`config.mk`:
```
export PLATFORM = sky130hd
export DESIGN_NAME = gf2m_reduce_pipe
export DESIGN_NICKNAME = d
export VERILOG_FILES = /design/src/rtl/gf2m_pkg.sv /design/src/rtl/gf2m_fold_stage.sv /design/src/rtl/gf2m_reduce_pipe.sv
export SDC_FILE = /design/constraint.sdc
export NUM_CORES = 1
export LEC_CHECK = 0
export ABC_AREA = 1
export BUFFER_PORTS_ARGS = -buffer_cell sky130_fd_sc_hd__buf_2
export CORE_ASPECT_RATIO = 1.25
export CORE_MARGIN = 10
export CORE_UTILIZATION = 45
export CTS_CLUSTER_SIZE = 12
export DETAILED_ROUTE_END_ITERATION = 8
export GPL_ROUTABILITY_DRIVEN = 0
export GPL_TIMING_DRIVEN = 0
export PLACE_DENSITY = 0.66
export SYNTH_ARGS = -nofsm -noshare
export SYNTH_HDL_FRONTEND = slang
export SYNTH_SLANG_ARGS = --single-unit
```
`constraint.sdc`:
```
create_clock -name clk -period 1.6 [get_ports clk]
set_input_delay 0.16 -clock clk [delete_from_list [all_inputs] [get_ports clk]]
set_output_delay 0.16 -clock clk [all_outputs]
set_load 0.005 [all_outputs]
```
`src/rtl/gf2m_pkg.sv`:
```
// Shared constants and GF(2^16) reduction helpers for the reduction pipeline.
// Pure package: no state, no latency.
// Backpressure: not applicable.
package gf2m_pkg;

  localparam int M = 16;
  localparam int PW = 2*M - 1;
  localparam int FOLD = 5;
  localparam logic [M-1:0] POLY_DEF = 16'h100B;

  typedef logic [PW-1:0] rem_t;
  typedef logic [M-1:0]  elem_t;

  // Number of fold stages needed to clear bits [PW-1:M], FOLD bits at a time.
  function automatic int stages_f(input int m, input int fold);
    return (m - 1 + fold - 1) / fold;
  endfunction

  localparam int STAGES = stages_f(M, FOLD);

  // Clear bits hi..lo of r (MSB first) by xoring in shifted copies of x^M + poly.
  // Bounds are elaboration constants at every RTL call site, so this unrolls to an XOR tree.
  function automatic rem_t gf_fold(input rem_t r, input int hi, input int lo, input elem_t poly);
    rem_t red;
    rem_t p;
    p   = rem_t'({1'b1, poly});
    red = r;
    for (int k = PW - 1; k >= M; k--) begin
      if (k <= hi && k >= lo && red[k]) begin
        red = red ^ (p << (k - M));
      end
    end
    return red;
  endfunction

  // Full single-shot reduction of a product modulo x^M + poly.
  function automatic elem_t gf_mod(input rem_t r, input elem_t poly);
    return elem_t'(gf_fold(r, PW - 1, M, poly));
  endfunction

endpackage

```
`src/rtl/gf2m_fold_stage.sv`:
```
// One pipeline slice: registers a remainder with FOLD high-order bits cleared, plus tag and valid.
// Latency: 1 cycle per slice.
// Backpressure: accepts whenever empty or downstream advances; holds otherwise.
module gf2m_fold_stage
  import gf2m_pkg::*;
#(
  parameter int          S     = 0,
  parameter logic [M-1:0] POLY = POLY_DEF,
  parameter int          TAG_W = 4
) (
  input  logic             clk,
  input  logic             rst_n,
  input  logic             clr_i,
  input  logic             src_vld_i,
  input  rem_t             src_rem_i,
  input  logic [TAG_W-1:0] src_tag_i,
  input  logic             dn_adv_i,
  output logic             adv_o,
  output logic             vld_o,
  output rem_t             rem_o,
  output logic [TAG_W-1:0] tag_o
);

  // Bit window this slice clears; the last slice stops at bit M.
  localparam int HI     = PW - 1 - S*FOLD;
  localparam int LO_RAW = PW - (S + 1)*FOLD;
  localparam int LO     = (LO_RAW > M) ? LO_RAW : M;

  logic             vld_q, vld_d;
  rem_t             rem_q, rem_d;
  logic [TAG_W-1:0] tag_q, tag_d;
  rem_t             fold_w;

  assign fold_w = gf_fold(src_rem_i, HI, LO, POLY);

  // Advance/load decision; data only captured with a valid source so idle X cannot leak in.
  always_comb begin
    adv_o = ~vld_q | dn_adv_i;
    vld_d = vld_q;
    rem_d = rem_q;
    tag_d = tag_q;
    if (clr_i) begin
      vld_d = 1'b0;
    end else if (adv_o) begin
      vld_d = src_vld_i;
      if (src_vld_i) begin
        rem_d = fold_w;
        tag_d = src_tag_i;
      end
    end
  end

  // Slice state register.
  always_ff @(posedge clk or negedge rst_n) begin
    if (!rst_n) begin
      vld_q <= 1'b0;
      rem_q <= '0;
      tag_q <= '0;
    end else begin
      vld_q <= vld_d;
      rem_q <= rem_d;
      tag_q <= tag_d;
    end
  end

  assign vld_o = vld_q;
  assign rem_o = rem_q;
  assign tag_o = tag_q;

endmodule

```
`src/rtl/gf2m_reduce_pipe.sv`:
```
// Reduces a 31-bit carry-less product modulo x^16+x^12+x^3+x+1 through STAGES fold slices.
// Latency: STAGES (3) cycles, throughput 1/cycle.
// Backpressure: in_ready is combinational from out_ready; empty slices always accept.
module gf2m_reduce_pipe
  import gf2m_pkg::*;
#(
  parameter logic [M-1:0] POLY  = POLY_DEF,
  parameter int           TAG_W = 4
) (
  input  logic             clk,
  input  logic             rst_n,
  input  logic             clr,
  input  logic             in_valid,
  output logic             in_ready,
  input  rem_t             in_prod,
  input  logic [TAG_W-1:0] in_tag,
  output logic             out_valid,
  input  logic             out_ready,
  output elem_t            out_res,
  output logic [TAG_W-1:0] out_tag,
  output logic             busy,
  output logic [15:0]      out_cnt
);

  logic [STAGES:0]   adv;
  logic [STAGES-1:0] vld;
  rem_t              rem [STAGES];
  logic [TAG_W-1:0]  tag [STAGES];
  logic [15:0]       cnt_q, cnt_d;

  assign adv[STAGES] = out_ready;

  for (genvar s = 0; s < STAGES; s++) begin : g_stage
    logic             src_vld;
    rem_t             src_rem;
    logic [TAG_W-1:0] src_tag;

    if (s == 0) begin : g_first
      assign src_vld = in_valid;
      assign src_rem = in_prod;
      assign src_tag = in_tag;
    end else begin : g_rest
      assign src_vld = vld[s-1];
      assign src_rem = rem[s-1];
      assign src_tag = tag[s-1];
    end

    gf2m_fold_stage #(
      .S     (s),
      .POLY  (POLY),
      .TAG_W (TAG_W)
    ) u_stage (
      .clk       (clk),
      .rst_n     (rst_n),
      .clr_i     (clr),
      .src_vld_i (src_vld),
      .src_rem_i (src_rem),
      .src_tag_i (src_tag),
      .dn_adv_i  (adv[s+1]),
      .adv_o     (adv[s]),
      .vld_o     (vld[s]),
      .rem_o     (rem[s]),
      .tag_o     (tag[s])
    );
  end

  assign in_ready  = adv[0];
  assign out_valid = vld[STAGES-1];
  assign out_res   = rem[STAGES-1][M-1:0];
  assign out_tag   = tag[STAGES-1];
  assign busy      = |vld;

  // Last slice must have cleared every bit at or above x^M.
  hi_clear_a: assert property (@(posedge clk) disable iff (!rst_n)
    out_valid |-> (rem[STAGES-1][PW-1:M] == '0));

  // Accepted-output counter, saturating; survives clr.
  always_comb begin
    cnt_d = cnt_q;
    if (out_valid && out_ready && cnt_q != 16'hFFFF) begin
      cnt_d = cnt_q + 16'd1;
    end
  end

  // Counter register.
  always_ff @(posedge clk or negedge rst_n) begin
    if (!rst_n) begin
      cnt_q <= '0;
    end else begin
      cnt_q <= cnt_d;
    end
  end

  assign out_cnt = cnt_q;

endmodule
```
==> impl_metrics.csv, run 1 <==
group,metric,value,unit
power_and_ir_drop,seqPwrFrac,0.444,
timing,hold_violations,0,
route,drt_iter0_markers,160,
worst_hold_path,hold_class,"input port to flop",
timing,fin_setup_tns,0,ns
placed_design,dp_hpwl,7.90,mm
synthesis,ys.flop_type,"dfrtp_1",
timing,setup_viol,0,
clocking,cts.reportedPaths.clkPinSlew,0.07,ns
worst_setup_path,worst_ep_required_time,1.88,ns
route,vias,3631,
run,maxCapViolCount,0,
timing,rsz0062_at_grt,"false",
global_route,grt_start_max_net_pins,69,
power_and_ir_drop,pwr-share-comb,0.251,
die,die_area,14700,um2
synthesis,ys.warnings.count,0,
synthesis,async_flop_share,1.00,
placed_design,placedCellCount,739,
clocking,clk_latency,0.34,ns
power_and_ir_drop,switching_share,0.302,
synthesis,seq_area_frac_synth,0.513,
clocking,cts.sinks,94,
clocking,cts.htree.levels,3,
die,coreArea,10100,um2
die,io_pins,79,
global_route,grtUsageTotal,0.148,
clocking,cts_root_buffer,"clkbuf_16",
placed_design,io_buffers,77,
timing,relSlewSlack,0.744,
route,ant_nets,0,
final_layout,final_cells,758,
worst_setup_path,worstSetupPathType,"flop to flop",
timing,hold_slack,0.00927,ns
route,wire_per_inst,13.5,um
final_layout,drive_above_1_share,0.235,
synthesis,yosys.cell_count.top_type,"nand2_1",
worst_setup_path,critPathLaunchType,"flop",
clocking,cts_tree,"built",
timing,worst_slack,0.113,ns
placed_design,dpl_worst_slack,-0.104,ns
timing,finClkSkew,0.00963,ns
synthesis,yosys-top-cells-count,"nand2_1 (201), dfrtp_1 (94), o21ai_0 (46), xnor2_1 (40), inv_1 (28)",
power_and_ir_drop,max-vdd-ir-drop,0.519,mV
route,drcViolationCount,0,
die,rows,41,
global_route,grt_pass1_wl,17.6,mm
power_and_ir_drop,power.switching,2260,uW
synthesis,syn_avg_cell_area,8.62,um2
worst_setup_path,cp-end-kind,"flop",
route,vias_per_cell,4.79,
synthesis,syn_area,4590,um2
synthesis,synthCells,532,
synthesis,synth_top_cell_by_area,"dfrtp_1",
die,die_w,110,um
synthesis,yosys-top-cells-area,"dfrtp_1 (51%), nand2_1 (16%), xnor2_1 (7.6%)",
clocking,clk_path_buf_depth,2,
timing,worstMarginPinSlew,0.381,ns
global_route,grt_pass1_vias,3704,
worst_setup_path,cp.arrival,1.77,ns
route,drt-pass1-iter-count,4,
final_layout,syn_to_final_growth,20.6,%
clocking,numCtsBuffers,9,
timing,max_freq,0.672,GHz
die,start_util,0.456,
synthesis,syn_nets,573,
power_and_ir_drop,leakagePower,0.00277,uW
status,status,"complete, no violations",
power_and_ir_drop,p_int,5210,uW
final_layout,diodes,0,
global_route,grt_overflow,0,
worst_setup_path,cp_max_fo,10,
synthesis,synth_top_area_frac,0.513,
synthesis,synth_edf_count,0,
timing,min_period,1.49,ns
worst_hold_path,min_path_cells,3,
route,totalWireLength,10.3,mm
global_route,antenna_found_initial,0,
synthesis,synth_cell_type_count,28,
synthesis,ys_ff_latch,94,
die,die_y,133,um
final_layout,nets,665,
power_and_ir_drop,clockPowerShare,0.305,
power_and_ir_drop,powerDensity,1350,nW/um2
timing,period_share,0.929,
worst_setup_path,reg2regPathDepth,9,
timing,final-max-slew-violation-count,0,
layout by cell type, fill, tap and decap left out, types with 4 or more instances in the layout:
cell type and n:
nand2_1 201, buf_2 92, dfrtp_1 92, o21ai_0 46, xnor2_1 40, inv_1 28, nor2_1 19, xor2_1 17
nand3_1 11, o21ai_1 9, clkbuf_16 9, nand2_2 6, nand4_1 6, nor2_2 5, o21ai_2 5, buf_6 5
inv_2 4, nand3b_1 4
worst paths after layout:
| path | start | end | slack, ns |
|---|---|---|---|
| worst max register to register | out_cnt[1] | out_cnt[0] | 0.11 |
| min in group asynchronous | rst_n | out_cnt[4] | 0.28 |
| worst min-delay path | in_prod[9] | g_stage[0].u_stage.rem_o[9] | 0.009 |
| worst max-delay path | out_cnt[1] | out_cnt[0] | 0.11 |
| max in group asynchronous | rst_n | g_stage[1].u_stage.rem_o[5] | 0.67 |
| worst min register to register | g_stage[1].u_stage.rem_o[10] | g_stage[2].u_stage.rem_o[10] | 0.47 |
area by class of cell:
cell class,count,area (um2)
Inverter,32,120
Fill cell,975,4520
Multi-Input combinational cell,382,1970
Sequential cell,94,2350
Buffer,24,159
Tap cell,129,161
Clock inverter,7,97.6
Clock buffer,9,225
Timing Repair Buffer,81,440
power by group through the flow:
stage	registers [uW]	clock network [uW]	logic (uW)
after floorplan	3280	0	1180
after global placement	3330	0	1780
after detailed placement	3350	0	1840
after CTS	3320	2320	1860
after global routing	3380	2430	2150
final	3310	2280	1870
timing repair:
action / 4_1_cts / 5_1_grt
buffers inserted: 0 / 2
endpoints found under the setup margin: 13 / 13
pin swaps: 0 / 0
endpoints found under the hold margin: 26 / 0
gates resized for setup: 2 / 4
hold buffers: 1 / 0
registers in the layout, summed over array words and instances (netlist names):
| name | cells |
|---|---|
| g_stage.u_stage.rem_o | 63 |
| g_stage.u_stage.vld_o | 3 |
| g_stage.u_stage.tag_o | 12 |
| out_cnt | 16 |
per-stage QoR:
step,total power (uW),area [um2],util
2_1_floorplan,4460,4590,-
3_3_place_gp,5110,5130,0.511
3_5_place_dp,5190,5160,0.514
4_1_cts,7500,5500,0.547
5_1_grt,7960,5530,0.550
6_report,7460,5530,0.550
worst max-delay path, stage by stage (launching register included):
cell and delay [ns]:
dfrtp_2 0.44, ha_4 0.19, nand3_1 0.13, inv_2 0.06, nand2_2 0.07, nor2_4 0.05, nor2_4 0.17, buf_8 0.18
nand2_1 0.07, nand2_1 0.06
kinds of logic after synthesis:
family | count (synthesis) | synth area share
and+or+nand+nor | 259 | 0.236
DFF | 94 | 0.513
AOI/OAI and AO/OA | 63 | 0.0728
xor gates and xnor gates | 59 | 0.116
buffers and inverters | 56 | 0.0600
adders and majority gates | 1 | 0.00273
layer usage:
| metal | part of all wire | global-route usage | vias to the layer above |
|---|---|---|---|
| met4 | 0.015 | 0.0536 | 0 |
| li1 | - | - | 1836 |
| met3 | 0.056 | 0.0335 | 13 |
| met5 | 0 | 0 | - |
| met1 | 0.41 | 0.174 | 1699 |
| met2 | 0.52 | 0.251 | 83 |
No activity file was read; power rests on OpenSTA's default activity.
==> inputs of run 2 (changes only) <==
- PLACE_DENSITY: 0.66 -> 0.65
- SYNTH_HIERARCHICAL: unset -> 1
==> run 2 against run 1 <==
Sequential share of layout area is 2.4 points lower. Die area rose by 5.7%. Fmax decreased by 2.0%. Highest routed layer unchanged.
==> impl_metrics.csv, run 2 <==
group,metric,value,unit
power_and_ir_drop,power.switching,2330,uW
timing,max_freq,0.659,GHz
route,wire_per_inst,13.1,um
final_layout,nets,732,
timing,worstMarginPinSlew,0.531,ns
timing,final-max-slew-violation-count,0,
global_route,grtUsageTotal,0.144,
power_and_ir_drop,seqPwrFrac,0.455,
worst_setup_path,reg2regPathDepth,9,
synthesis,syn_avg_cell_area,8.25,um2
final_layout,layout_common_cells,"nand2_1 (276), dfrtp_1 (92), buf_2 (77)",
power_and_ir_drop,clockPowerShare,0.290,
global_route,grt_overflow,0,
final_layout,drive_above_1_share,0.264,
clocking,cts_tree,"built",
power_and_ir_drop,finalPower,7400,uW
synthesis,ys.warnings.count,6,
die,start_util,0.462,
worst_setup_path,cp_max_fo,7,
final_layout,stdcell_area,5870,um2
worst_setup_path,worstSetupPathType,"flop to flop",
final_layout,ff_latch_area,2350,um2
die,coreArea,10600,um2
timing,fin_setup_tns,0,ns
clocking,cts.reportedPaths.clkPinSlew,0.06,ns
status,status,"complete, no violations",
die,die_w,113,um
final_layout,final_common_cell,"nand2_1",
final_layout,syn_to_final_growth,19.6,%
global_route,grt_start_max_net_pins,57,
clocking,cts_root_buffer,"clkbuf_16",
placed_design,dp_hpwl,8.35,mm
clocking,cts.sinks,94,
synthesis,synthCells,594,
timing,hold_violations,0,
power_and_ir_drop,max-vdd-ir-drop,0.576,mV
timing,period_share,0.948,
route,vias_per_cell,4.72,
worst_setup_path,critPathLaunchType,"flop",
die,io_pins,79,
die,rows,42,
route,drcViolationCount,0,
clocking,clk_latency,0.34,ns
worst_setup_path,cp-end-kind,"flop",
die,die_y,137,um
final_layout,diodes,0,
power_and_ir_drop,powerDensity,1260,nW/um2
worst_setup_path,cp.arrival,1.73,ns
route,drt-pass1-iter-count,4,
run,maxCapViolCount,0,
power_and_ir_drop,leakagePower,0.00312,uW
timing,rsz0062_at_grt,"false",
worst_hold_path,min_path_cells,3,
global_route,antenna_found_initial,0,
synthesis,syn_nets,635,
clocking,cts.htree.levels,3,
route,ant_nets,0,
timing,relSlewSlack,0.646,
worst_hold_path,hold_class,"input port to flop",
timing,setup_viol,0,
final_layout,largest_reg_flops,63,
placed_design,post_dp_cell_area,5480,um2
worst_setup_path,worst_ep_required_time,1.81,ns
timing,finClkSkew,0.00577,ns
route,totalWireLength,10.8,mm
placed_design,io_buffers,76,
global_route,grt_pass1_vias,3939,
route,vias,3911,
global_route,grt_pass1_wl,18.2,mm
synthesis,syn_area,4900,um2
power_and_ir_drop,p_int,5070,uW
power_and_ir_drop,switching_share,0.314,
timing,min_period,1.52,ns
clocking,clk_path_buf_depth,2,
clocking,numCtsBuffers,9,
final_layout,fill_cells,995,
power_and_ir_drop,pwr-share-comb,0.255,
final_layout,multi_input_area,2170,um2
route,drt_iter0_markers,165,
die,die_area,15500,um2
[run 2: changes by cell type in the layout (fill, tap and decap cells not counted), sizes merged, moves of 3 or more]
cell    before  now
nand2      207  290
o21ai       60   30
inv         33   48
nand3       11   26
xnor2       42   28
clkbuf      11   15
nand4        7    4
[run 2: worst paths after layout]
kind,from,end,slack [ns]
worst min register to register,g_stage[0].u_stage/rem_o[1],g_stage[0].u_stage/rem_o[1],0.47
worst min-delay path,in_prod[3],g_stage[0].u_stage/rem_o[3],0.02
worst max register to register,out_cnt[0],out_cnt[9],0.08
max in group asynchronous,rst_n,g_stage[0].u_stage/rem_o[22],0.60
worst max-delay path,out_cnt[0],out_cnt[9],0.08
min in group asynchronous,rst_n,g_stage[2].u_stage/rem_o[4],0.35
[run 2: worst max-delay path, cell delays in order, from the launching register on]
cell and delay (ns):
dfrtp_2 0.44, ha_4 0.19, nand3_2 0.12, inv_2 0.09, nand2_2 0.06, nor2_4 0.12, nor2_4 0.06, buf_4 0.16
nand2_1 0.06, o21ai_0 0.09
[run 2: metrics by stage]
step / utilization / instances / hold slack (ns) / worst slack, ns
2_1_floorplan: - / 594 / -0.136 / 0.0314
3_3_place_gp: 0.513 / 802 / 0.362 / -0.524
3_5_place_dp: 0.516 / 803 / 0.186 / -0.0914
4_1_cts: 0.552 / 828 / 0.0105 / 0.0259
5_1_grt: 0.553 / 828 / 0.0175 / 0.00249
6_report: 0.553 / 828 / 0.0203 / 0.0828
[run 2: area by class of cell]
class                      count  share of cell area
clock buffer                  12              0.0437
sequential                    94               0.401
inverter                      48              0.0333
tap                          132              0.0282
multi-input combinational    430               0.371
clock inverter                 4             0.00768
timing repair buffer          86              0.0819
buffer                        22              0.0331
[run 2: metal layers]
metal | wire length (um) | GRT usage | vias up
met5 | 0 | 0 | -
met4 | 225 | 0.0600 | 0
met3 | 681 | 0.0447 | 17
met2 | 5620 | 0.262 | 111
met1 | 4280 | 0.150 | 1776
li1 | - | - | 2007
[run 2: power by group through the flow]
stage	combinational [uW]	sequential, uW	clock (uW)
2_1_floorplan	1240	3320	0
3_3_place_gp	1820	3380	0
3_5_place_dp	1890	3400	0
4_1_cts	1910	3360	2190
5_1_grt	2170	3440	2290
6_report	1890	3370	2140
[run 2: timing repair]
item,in CTS,in global routing
endpoints found under the setup margin,40,43
gates cloned,0,0
resized for setup,2,3
hold endpoints to repair,38,0
pin swaps,5,1
hold buffers,1,0
buffers inserted,8,0
